===== config.mk =====
export PLATFORM = sky130hd
export DESIGN_NAME = frame_rx
export DESIGN_NICKNAME = d
export VERILOG_FILES = /design/src/rtl/frame_pkg.sv /design/src/rtl/rx_bit_cnt.sv /design/src/rtl/frame_rx.sv
export SDC_FILE = /design/constraint.sdc
export NUM_CORES = 1
export LEC_CHECK = 0
export ABC_CLOCK_PERIOD_IN_PS = 1400
export BUFFER_PORTS_ARGS = -buffer_cell sky130_fd_sc_hd__buf_2
export CORE_MARGIN = 2
export CORE_UTILIZATION = 53
export DETAILED_ROUTE_END_ITERATION = 10
export GPL_TIMING_DRIVEN = 0
export PLACE_DENSITY = 0.82
export SLEW_MARGIN = 20
export SYNTH_ARGS = -nofsm -noshare
export SYNTH_HDL_FRONTEND = slang
export SYNTH_SLANG_ARGS = --single-unit

===== constraint.sdc =====
create_clock -name clk -period 1.4 [get_ports clk]
set_input_delay 0.42 -clock clk [delete_from_list [all_inputs] [get_ports clk]]
set_output_delay 0.42 -clock clk [all_outputs]
set_load 0.01 [all_outputs]

===== src/rtl/frame_pkg.sv =====
// Framing constants and receive FSM encoding shared by frame_rx and the upstream serialiser.
package frame_pkg;

  localparam int WIDTH_DEF = 4;

  localparam logic LINE_IDLE = 1'b1;
  localparam logic START_BIT = 1'b0;
  localparam logic STOP_BIT  = 1'b1;

  localparam logic [1:0] ST_IDLE   = 2'd0;
  localparam logic [1:0] ST_DATA   = 2'd1;
  localparam logic [1:0] ST_PARITY = 2'd2;
  localparam logic [1:0] ST_STOP   = 2'd3;

  // Running even-parity accumulator step
  function automatic logic par_step(input logic acc, input logic bit_in);
    return acc ^ bit_in;
  endfunction

endpackage


===== src/rtl/rx_bit_cnt.sv =====
// Payload bit index for frame_rx: synchronous clear, count enable, terminal count at WIDTH-1.
module rx_bit_cnt
  import frame_pkg::*;
#(
  parameter int WIDTH = WIDTH_DEF,
  parameter int CW    = (WIDTH > 1) ? $clog2(WIDTH) : 1
) (
  input  logic          clk,
  input  logic          rst,
  input  logic          i_clr,
  input  logic          i_en,
  output logic [CW-1:0] o_idx,
  output logic          o_tc
);

  logic [CW-1:0] r_idx;
  logic          w_tc;

  assign w_tc  = (r_idx == CW'(WIDTH - 1));
  assign o_idx = r_idx;
  assign o_tc  = w_tc;

  // Index register; wraps to zero after the last payload bit
  always_ff @(posedge clk or posedge rst) begin
    if (rst) begin
      r_idx <= '0;
    end else if (i_clr) begin
      r_idx <= '0;
    end else if (i_en) begin
      r_idx <= w_tc ? '0 : r_idx + CW'(1);
    end else begin
      r_idx <= r_idx;
    end
  end

endmodule


===== src/rtl/frame_rx.sv =====
// Serial frame receiver: start, WIDTH payload bits LSB first, optional even parity, stop.
// Completed words sit in a single output register with a valid/ready handshake.
module frame_rx
  import frame_pkg::*;
#(
  parameter int WIDTH     = WIDTH_DEF,
  parameter int PARITY_EN = 1
) (
  input  logic             clk,
  input  logic             rst,
  input  logic             data,
  output logic [WIDTH-1:0] o,
  output logic             o_valid,
  input  logic             o_ready,
  output logic             err,
  output logic             ovf
);

  localparam int CW = (WIDTH > 1) ? $clog2(WIDTH) : 1;

  logic [1:0]       r_state;
  logic [1:0]       w_next;
  logic [WIDTH-1:0] r_shift;
  logic             r_par;
  logic [WIDTH-1:0] r_o;
  logic             r_valid;
  logic             r_err;
  logic             r_ovf;
  logic [CW-1:0]    w_idx;
  logic             w_tc;
  logic             w_good;
  logic             w_bad;

  rx_bit_cnt #(.WIDTH(WIDTH), .CW(CW)) u_bit_cnt (
    .clk   (clk),
    .rst   (rst),
    .i_clr (r_state == ST_IDLE),
    .i_en  (r_state == ST_DATA),
    .o_idx (w_idx),
    .o_tc  (w_tc)
  );

  // A bad stop bit of 0 returns to IDLE and is never reused as a start bit
  assign w_good = (r_state == ST_STOP) && (data == STOP_BIT) && (!r_par || (PARITY_EN == 0));
  assign w_bad  = (r_state == ST_STOP) && !w_good;

  // Next-state decode
  always_comb begin
    w_next = r_state;
    case (r_state)
      ST_IDLE: begin
        if (data == START_BIT) begin
          w_next = ST_DATA;
        end else begin
          w_next = ST_IDLE;
        end
      end
      ST_DATA: begin
        if (!w_tc) begin
          w_next = ST_DATA;
        end else if (PARITY_EN != 0) begin
          w_next = ST_PARITY;
        end else begin
          w_next = ST_STOP;
        end
      end
      ST_PARITY: w_next = ST_STOP;
      ST_STOP:   w_next = ST_IDLE;
      default:   w_next = ST_IDLE;
    endcase
  end

  // State register and payload/parity accumulation
  always_ff @(posedge clk or posedge rst) begin
    if (rst) begin
      r_state <= ST_IDLE;
      r_shift <= '0;
      r_par   <= 1'b0;
    end else begin
      r_state <= w_next;
      case (r_state)
        ST_IDLE: r_par <= 1'b0;
        ST_DATA: begin
          r_shift[w_idx] <= data;
          r_par          <= par_step(r_par, data);
        end
        ST_PARITY: r_par <= par_step(r_par, data);
        default:   r_par <= r_par;
      endcase
    end
  end

  // Output register: a completing frame wins over a same-cycle handshake
  always_ff @(posedge clk or posedge rst) begin
    if (rst) begin
      r_o     <= '0;
      r_valid <= 1'b0;
      r_err   <= 1'b0;
      r_ovf   <= 1'b0;
    end else begin
      r_err <= w_bad;
      r_ovf <= w_good && r_valid && !o_ready;
      if (w_good && (!r_valid || o_ready)) begin
        r_o     <= r_shift;
        r_valid <= 1'b1;
      end else if (r_valid && o_ready) begin
        r_valid <= 1'b0;
      end else begin
        r_valid <= r_valid;
      end
    end
  end

  assign o       = r_o;
  assign o_valid = r_valid;
  assign err     = r_err;
  assign ovf     = r_ovf;

endmodule


# --- Word-level counts from Yosys, hierarchy flattened ---
# Index checks and enable logic that the tools add are counted.
totals:
  register_bits: 16
op_classes:
  addsub: 1
  magnitude_cmp: 2
  n_eq_ne: 4
  mux: 12
  n_bitwise: 1
  n_reduce_logical: 18
op_table:
  columns: ["op", "count"]
  rows:
  - ["logical AND 1 bit", 8]
  - ["two-way mux 2 bit", 4]
  - ["case mux 2 bit (4 select lines)", 1]
  - ["== test 2 bit, second input constant", 3]
  - ["nonzero test 2 bit", 3]
  - ["bitwise mux 4 bit", 1]
  - ["logical NOT 1 bit", 4]
  - ["two-way mux 1 bit", 4]
  - ["less-than comparator 2 x 3 -> 1 bit, second input constant", 1]
  - ["adder 2 x 1 -> 2 bit, second input constant", 1]
  - ["demux 1 bit (select 2 bit)", 1]
  - ["== test 2 x 1 -> 1 bit, second input constant", 1]
  - ["greater-or-equal comparator 2 x 1 -> 1 bit, second input constant", 1]
  - ["logical NOT 2 bit", 1]
  - ["case mux 1 bit (2 select lines)", 1]
  - ["OR reduction 2 bit", 1]
  - ["logical OR 1 bit", 1]
  - ["XOR 1 bit", 1]

# --- Longest topological paths before layout ---
# Gate-level depths: netlist of the first run.
depth:
  word_depth: 5
  ltp_mapped: 5

# --- By module ---
# A second synthesis of the first run with hierarchy kept.
hier_totals:
  cells_unflattened: 60
  area_unflattened_um2: 739.5
by_module_without_submodules:
  columns: ["mod", "instances", "cells_each", "area_each_um2", "seq_area_each_um2"]
  rows:
  - ["frame_rx", 1, 51, 635.6, 350.3]
  - ["rx_bit_cnt", 1, 9, 103.8, 50.0]

# --- Worst setup path before layout of the first run ---
# Ideal clock, no wire load.
synth_path:
  kind: "register -> register"
  from: "register r_state[0]"
  to: "register r_o[0], in the netlist o[0]"
  setup_ns: 0.125
  arrival_ns: 1.166
  t_required_ns: 1.275
  path_slack_ns: 0.109
  stages_incl_launch_ff: 5
  period_less_slack_ns: 1.291
  cell_sequence: "dfrtp_1 > ha_1 > nand3b_2 > nor2b_4 > mux2_2"
synth_via:
  elab_chain_cells: 4
synth_rtl:
  columns: ["item", "line", "text"]
  rows:
  - ["start, declared", "frame_rx.sv:21", "logic [1:0] r_state;"]
  - ["start signal, assigned", "frame_rx.sv:80", "r_state <= w_next;"]
  - ["== test 2 bit", "frame_rx.sv:44", "assign w_good = (r_state == ST_STOP) && (data == STOP_BIT) && (!r_par || (PARITY_EN == 0));"]
  - ["logical AND 1 bit (2 in series)", "frame_rx.sv:44", null]
  - ["logical AND 1 bit", "frame_rx.sv:103", "if (w_good && (!r_valid || o_ready)) begin"]
  - ["end signal, assigned", "frame_rx.sv:104", "r_o <= r_shift;"]
  - ["end, declared", "frame_rx.sv:25", "logic [WIDTH-1:0] r_o;"]
# No other way between the ends.
# A chain may end at the register's enable or synchronous reset.

# --- Worst setup path after layout of the first run ---
# Ends and elaborated chain as after synthesis.

==> impl_metrics.py, run 1 <==
metrics = {
    "critical_path": {
        "worstSetupPathType": "reg -> reg",
        "start_kind": "flop",
        "cp_slowest_cell": "dfrtp_2",
        "worstPathRequired_ps": 1570,
        "crit_family": "flip-flops",
        "r2r_slack_ps": 100,
        "crit_buf_inv": 0,
        "crit_arrival_ps": 1470,
        "critPathMaxFanout": 5,
        "crit_path_cell_trace": "ha_4 -> nand3b_4 -> nor2b_4 -> mux2_2",
        "end_kind": "flop",
        "cpPeakStageDelay_ps": 440,
    },
    "floorplan": {
        "rows": 13,
        "die_x_um": 42.0,
        "die_h_um": 42.0,
        "ios": 11,
        "coreArea_mm2": 0.00132,
        "die_area_mm2": 0.00176,
        "start_util_pct": 57.9,
    },
    "final_layout": {
        "drive_gt1_share_pct": 43.0,
        "final_cells": 94,
        "area_growth_pct": 19.5,
        "utilization_pct": 69.2,
        "nets": 92,
        "num-fill-cells": 89,
        "antenna_cells": 0,
    },
    "logic_synthesis": {
        "synth_cells": 63,
        "synthFlopType": "dfrtp_1",
        "synth_common_cells": "dfrtp_1 (16), ha_1 (8), mux2_2 (8), nand2_1 (7), inv_1 (6)",
        "synth.top_cell.area_share_pct": 52.5,
        "syn_nets": 75,
        "syn_avg_cell_area_um2": 12.1,
        "yosysTopAreaCell": "dfrtp_1",
        "synth_most_common_cell": "dfrtp_1",
        "synth_area_leaders": "dfrtp_1 (52%), ha_1 (13%), mux2_2 (12%)",
        "yosysSeqAreaShare_pct": 52.5,
        "syn_area_um2": 763,
        "yosys_warnings": 0,
        "synth-edff-count": 0,
        "synth_seq_cells": 16,
        "async_flop_share_pct": 100,
        "ys_types": 16,
    },
    "timing": {
        "slew_headroom_pct": 59.8,
        "final-max-slew-violation-count": 0,
        "max_freq_ghz": 0.770,
        "fin_ws_ps": 101,
        "timing.final.crit_share_pct": 92.8,
        "min_period_ps": 1300,
        "hold_violations": 0,
        "tightest_slew_ps": 603,
        "finClkSkew_ps": 4.91,
        "setup_viol": 0,
    },
    "clock_tree": {
        "clkLatencyLatePin_ps": 280,
        "numCtsBuffers": 3,
        "postCtsHoldBufs": 0,
        "cts_sinks": 16,
        "clock_path_buffers": 2,
        "clk_pin_slew_ps": 90,
        "cts_max_level": 1,
        "cts-root-buf": "clkbuf_4",
        "cts_tree": "yes",
    },
    "global_routing": {
        "grt_max_degree": 17,
        "grt_use_total_pct": 15.6,
        "grt_pass1_vias": 498,
        "grt-ovfl-total": 0,
        "grt_pass1_wl_mm": 2.04,
        "antenna_found_initial": 0,
    },
    "power": {
        "seqPwrFrac_pct": 47.3,
        "p_leak_nw": 0.490,
        "max-vdd-ir-drop_mv": 0.855,
        "total_power_w": 0.00145,
        "cellPowerDensity_mw_per_mm2": 1590,
        "swShare_pct": 31.5,
        "p_int_w": 0.000995,
        "combPwrFrac_pct": 32.4,
        "switching_power_w": 0.000457,
        "p_clk_share_pct": 20.3,
    },
    "detailed_routing": {
        "ant_nets": 0,
        "wl_per_cell_um": 12.9,
        "wl_met2_um": 623,
        "dr_wl_met3_um": 57,
        "drc": 0,
        "vias": 477,
        "wirelength_mm": 1.22,
        "drt_first_pass_iters": 4,
        "wl_met1_um": 504,
        "drt_iter0_markers": 8,
        "viasPerCell": 5.07,
        "top_layer_used": "met4",
    },
    "placement": {
        "place_congestion": 0.760,
        "dp_hpwl_um": 846,
        "post-place-ws_ps": -1.13,
        "port_buffers": 10,
        "post-place-cells": 88,
    },
    "run_status": {
        "status": "finished clean",
    },
    "hold_path": {
        "hp-class": "in -> async",
    },
    "run": {
        "maxCapViolations": 0,
    },
}
[logic make-up after synthesis]
logic type / synth area share, %
and+or+nand+nor: 13.3
adders and majority gates: 13.1
buffers and inverters: 3.61
AOI/OAI and AO/OA: 3.11
DFF: 52.5
muxes: 14.4
[state kept, by name, summed over array words and instances, names as in the netlist, named ones only]
register and count:
err 1, o 4, r_par 1, ovf 1, u_bit_cnt.o_idx 2, r_state 1
o_valid 1, r_shift 4
[layer usage]
layer,up-vias,track usage (%)
li1,237,-
met1,222,17.6
met2,14,26.9
met3,4,3.91
met4,0,7.74
met5,-,0
[what timing repair did]
action | in CTS | in global routing
pin swaps | 0 | 1
setup endpoints to repair | 1 | 9
resized for setup | 0 | 10
cloned | 0 | 0
buffers inserted | 1 | 2
[power groups by stage]
stage               registers, W  logic [W]  clock network (W)
floorplan               0.000659   0.000326                  0
global placement        0.000670   0.000385                  0
detailed placement      0.000686   0.000405                  0
CTS                     0.000673   0.000434           0.000307
global route            0.000704   0.000527           0.000337
finish                  0.000687   0.000470           0.000295
[placed cells by master (no fill, tap or decap), drive strengths merged, types with 2 or more instances in the layout]
cell type	n
buf	13
clkbuf	4
dfrtp	16
ha	8
inv	6
mux2	8
mux2i	2
nand2	7
nand2b	2
nor2	4
o21ai	3
[worst paths after layout]
kind,end,startpoint,cells after the start
worst max-delay path,o[0],r_state[0],4
worst min-delay path,o[0],rst,2
worst max register to register,o[0],r_state[0],4
worst min register to register,o[3],o[3],1
max in group asynchronous,async pin,rst,2
min in group clk,ovf,o_ready,3
[stage by stage]
step | TNS (ps) | hold WS (ps) | cell area (um2)
finish | 0 | 191 | 912
global route | -14.7 | 233 | 912
CTS | 0 | 210 | 876
detailed placement | -1.13 | 500 | 832
global placement | 0 | 484 | 832
floorplan | 0 | 334 | 763
[final cells by class]
type	instances	area, um2	area share, %
Timing Repair Buffer	13	72.6	7.96
Tap cell	15	18.8	2.06
Inverter	6	22.5	2.47
Multi-Input combinational cell	40	359	39.4
Sequential cell	16	403	44.2
Clock buffer	4	36.3	3.98
No activity file was read; power rests on OpenSTA's default activity.
==> run 2: changes to the inputs <==
--- a/config.mk
+++ b/config.mk
@@ -8,10 +8,10 @@
 export ABC_CLOCK_PERIOD_IN_PS = 1400
 export BUFFER_PORTS_ARGS = -buffer_cell sky130_fd_sc_hd__buf_2
 export CORE_MARGIN = 2
-export CORE_UTILIZATION = 53
+export CORE_UTILIZATION = 45
 export DETAILED_ROUTE_END_ITERATION = 10
 export GPL_TIMING_DRIVEN = 0
-export PLACE_DENSITY = 0.82
+export PLACE_DENSITY = 0.72
 export SLEW_MARGIN = 20
 export SYNTH_ARGS = -nofsm -noshare
 export SYNTH_HDL_FRONTEND = slang
==> impl_metrics.py, run 2 (synthesis results as in run 1) <==
metrics = {
    "critical_path": {
        "r2r_cells": 4,
        "cpPeakStageDelay_ps": 450,
        "r2r_slack_ps": -20,
        "end_kind": "flop",
        "r2r_start": "r_state[0]",
        "worstReg2RegEnd": "o[2]",
        "crit_arrival_ps": 1600,
        "worstPathRequired_ps": 1580,
        "worstSetupPathType": "reg -> reg",
        "critPathMaxFanout": 5,
        "cp_slowest_cell": "dfrtp_1",
        "start_kind": "flop",
        "crit_path_cell_trace": "ha_2 -> nand3b_4 -> nor2b_4 -> mux2_2",
    },
    "detailed_routing": {
        "drt_first_pass_iters": 4,
        "wl_met2_um": 494,
        "drc": 0,
        "drt_iter0_markers": 19,
        "vias": 475,
        "top_layer_used": "met4",
        "ant_nets": 0,
        "dr_wl_met3_um": 36,
        "wl_met1_um": 550,
        "wl_per_cell_um": 11.6,
        "viasPerCell": 4.95,
        "wirelength_mm": 1.12,
    },
    "placement": {
        "place_area_um2": 833,
        "post-place-cells": 89,
        "dp_hpwl_um": 753,
        "place_congestion": 0.775,
        "port_buffers": 10,
    },
    "clock_tree": {
        "cts_max_level": 1,
        "clkLatencyLatePin_ps": 280,
        "numCtsBuffers": 3,
        "cts-root-buf": "clkbuf_4",
        "cts_tree": "yes",
        "postCtsHoldBufs": 0,
        "clk_pin_slew_ps": 90,
        "cts_sinks": 16,
        "clock_path_buffers": 2,
    },
    "global_routing": {
        "grt_pass1_wl_mm": 1.77,
        "grt_max_degree": 17,
        "antenna_found_initial": 0,
        "grt-ovfl-total": 0,
        "grt_pass1_vias": 438,
        "grt_use_total_pct": 12.8,
    },
    "run": {
        "maxCapViolations": 0,
    },
    "floorplan": {
        "die_x_um": 45.2,
        "coreArea_mm2": 0.00154,
        "start_util_pct": 49.5,
        "ios": 11,
        "rows": 14,
        "die_area_mm2": 0.00204,
        "die_h_um": 45.2,
    },
    "timing": {
        "setup-tns-final_ps": -48.6,
        "min_period_ps": 1420,
        "fin_ws_ps": -20.1,
        "setup_viol": 3,
        "hold_violations": 0,
        "rsz0062_at_grt": "yes",
        "timing.final.crit_share_pct": 101,
        "final-max-slew-violation-count": 0,
        "slew_headroom_pct": 60.7,
        "max_freq_ghz": 0.704,
        "tightest_slew_ps": 589,
        "finClkSkew_ps": 1.22,
    },
    "power": {
        "p_leak_nw": 0.501,
        "cellPowerDensity_mw_per_mm2": 1580,
        "total_power_w": 0.00144,
        "seqPwrFrac_pct": 46.7,
        "combPwrFrac_pct": 32.2,
        "swShare_pct": 30.8,
        "max-vdd-ir-drop_mv": 0.959,
        "p_clk_share_pct": 21.1,
        "p_int_w": 0.000996,
        "switching_power_w": 0.000443,
    },
    "final_layout": {
        "final_cells": 96,
        "area_growth_pct": 19.5,
        "drive_gt1_share_pct": 38.8,
        "final_common_cell": "dfrtp_1",
        "utilization_pct": 59.2,
        "layout_common_cells": "dfrtp_1 (16), buf_2 (10), mux2_2 (7), ha_1 (7)",
        "final_area_um2": 912,
        "antenna_cells": 0,
        "nets": 93,
    },
    "run_status": {
        "violations": "negative setup slack",
        "status": "finished with violations",
    },
    "hold_path": {
        "hp-class": "in -> async",
    },
}
==> run 2: cell types whose count changed in the layout (fill, tap and decap cells not counted), moves of 2 or more <==
cell / before / now
dfrtp_1: 14 / 16
dfrtp_2: 2 / 0
inv_1: 4 / 6
inv_2: 2 / 0
==> run 2: area by class of cell <==
cell class,count,area (um2)
plain buffers,1,7.51
multi-input cells,40,353
clock buffers,4,36.3
repair buffers,13,72.6
well taps,16,20.0
inverters,6,22.5
fillers,123,629
flip-flops and latches,16,400
==> run 2: critical path, delay by kind of cell, from the launching register on <==
| kind | cells | cell delay (ps) |
|---|---|---|
| flops | 1 | 450 |
| mux | 1 | 350 |
| simple gates | 2 | 280 |
| fa+ha+maj | 1 | 240 |
==> run 2: worst max path at each step <==
stage                    start   end  slack, ps  depth (start not counted)
floorplan           r_state[0]  o[0]        110                          4
global placement          data  o[2]         20                          4
detailed placement  r_state[0]  o[2]         -1                          4
CTS                 r_state[0]  o[2]          6                          4
global route        r_state[0]  o[0]        -50                          4
finish              r_state[0]  o[2]        -20                          4
==> run 2: metal layers <==
metal,global-route usage [%],vias to the layer above
met2,18.6,10
met5,0,-
met3,3.60,4
met1,15.6,225
met4,10.6,0
li1,-,236
==> run 2: stage by stage <==
| step | setup WS [ps] | hold WS [ps] |
|---|---|---|
| 5_1_grt | -55.0 | 212 |
| 4_1_cts | 6.23 | 192 |
| 3_5_place_dp | -1.45 | 490 |
| 6_report | -20.1 | 182 |
| 3_3_place_gp | 18.3 | 485 |
| 2_1_floorplan | 109 | 334 |
==> run 2: what timing repair did <==
| action | 4_1_cts | 5_1_grt |
|---|---|---|
| gates resized for setup | 0 | 7 |
| endpoints found under the hold margin | 0 | 0 |
| setup buffers | 1 | 2 |
| pin swaps | 0 | 0 |
| setup endpoints to repair | 1 | 7 |
==> run 2: power by group through the flow <==
stage / registers (W) / logic [W] / clock network (W)
floorplan: 0.000659 / 0.000326 / 0
global placement: 0.000671 / 0.000386 / 0
detailed placement: 0.000679 / 0.000390 / 0
CTS: 0.000667 / 0.000413 / 0.000314
global route: 0.000689 / 0.000538 / 0.000338
finish: 0.000672 / 0.000463 / 0.000304
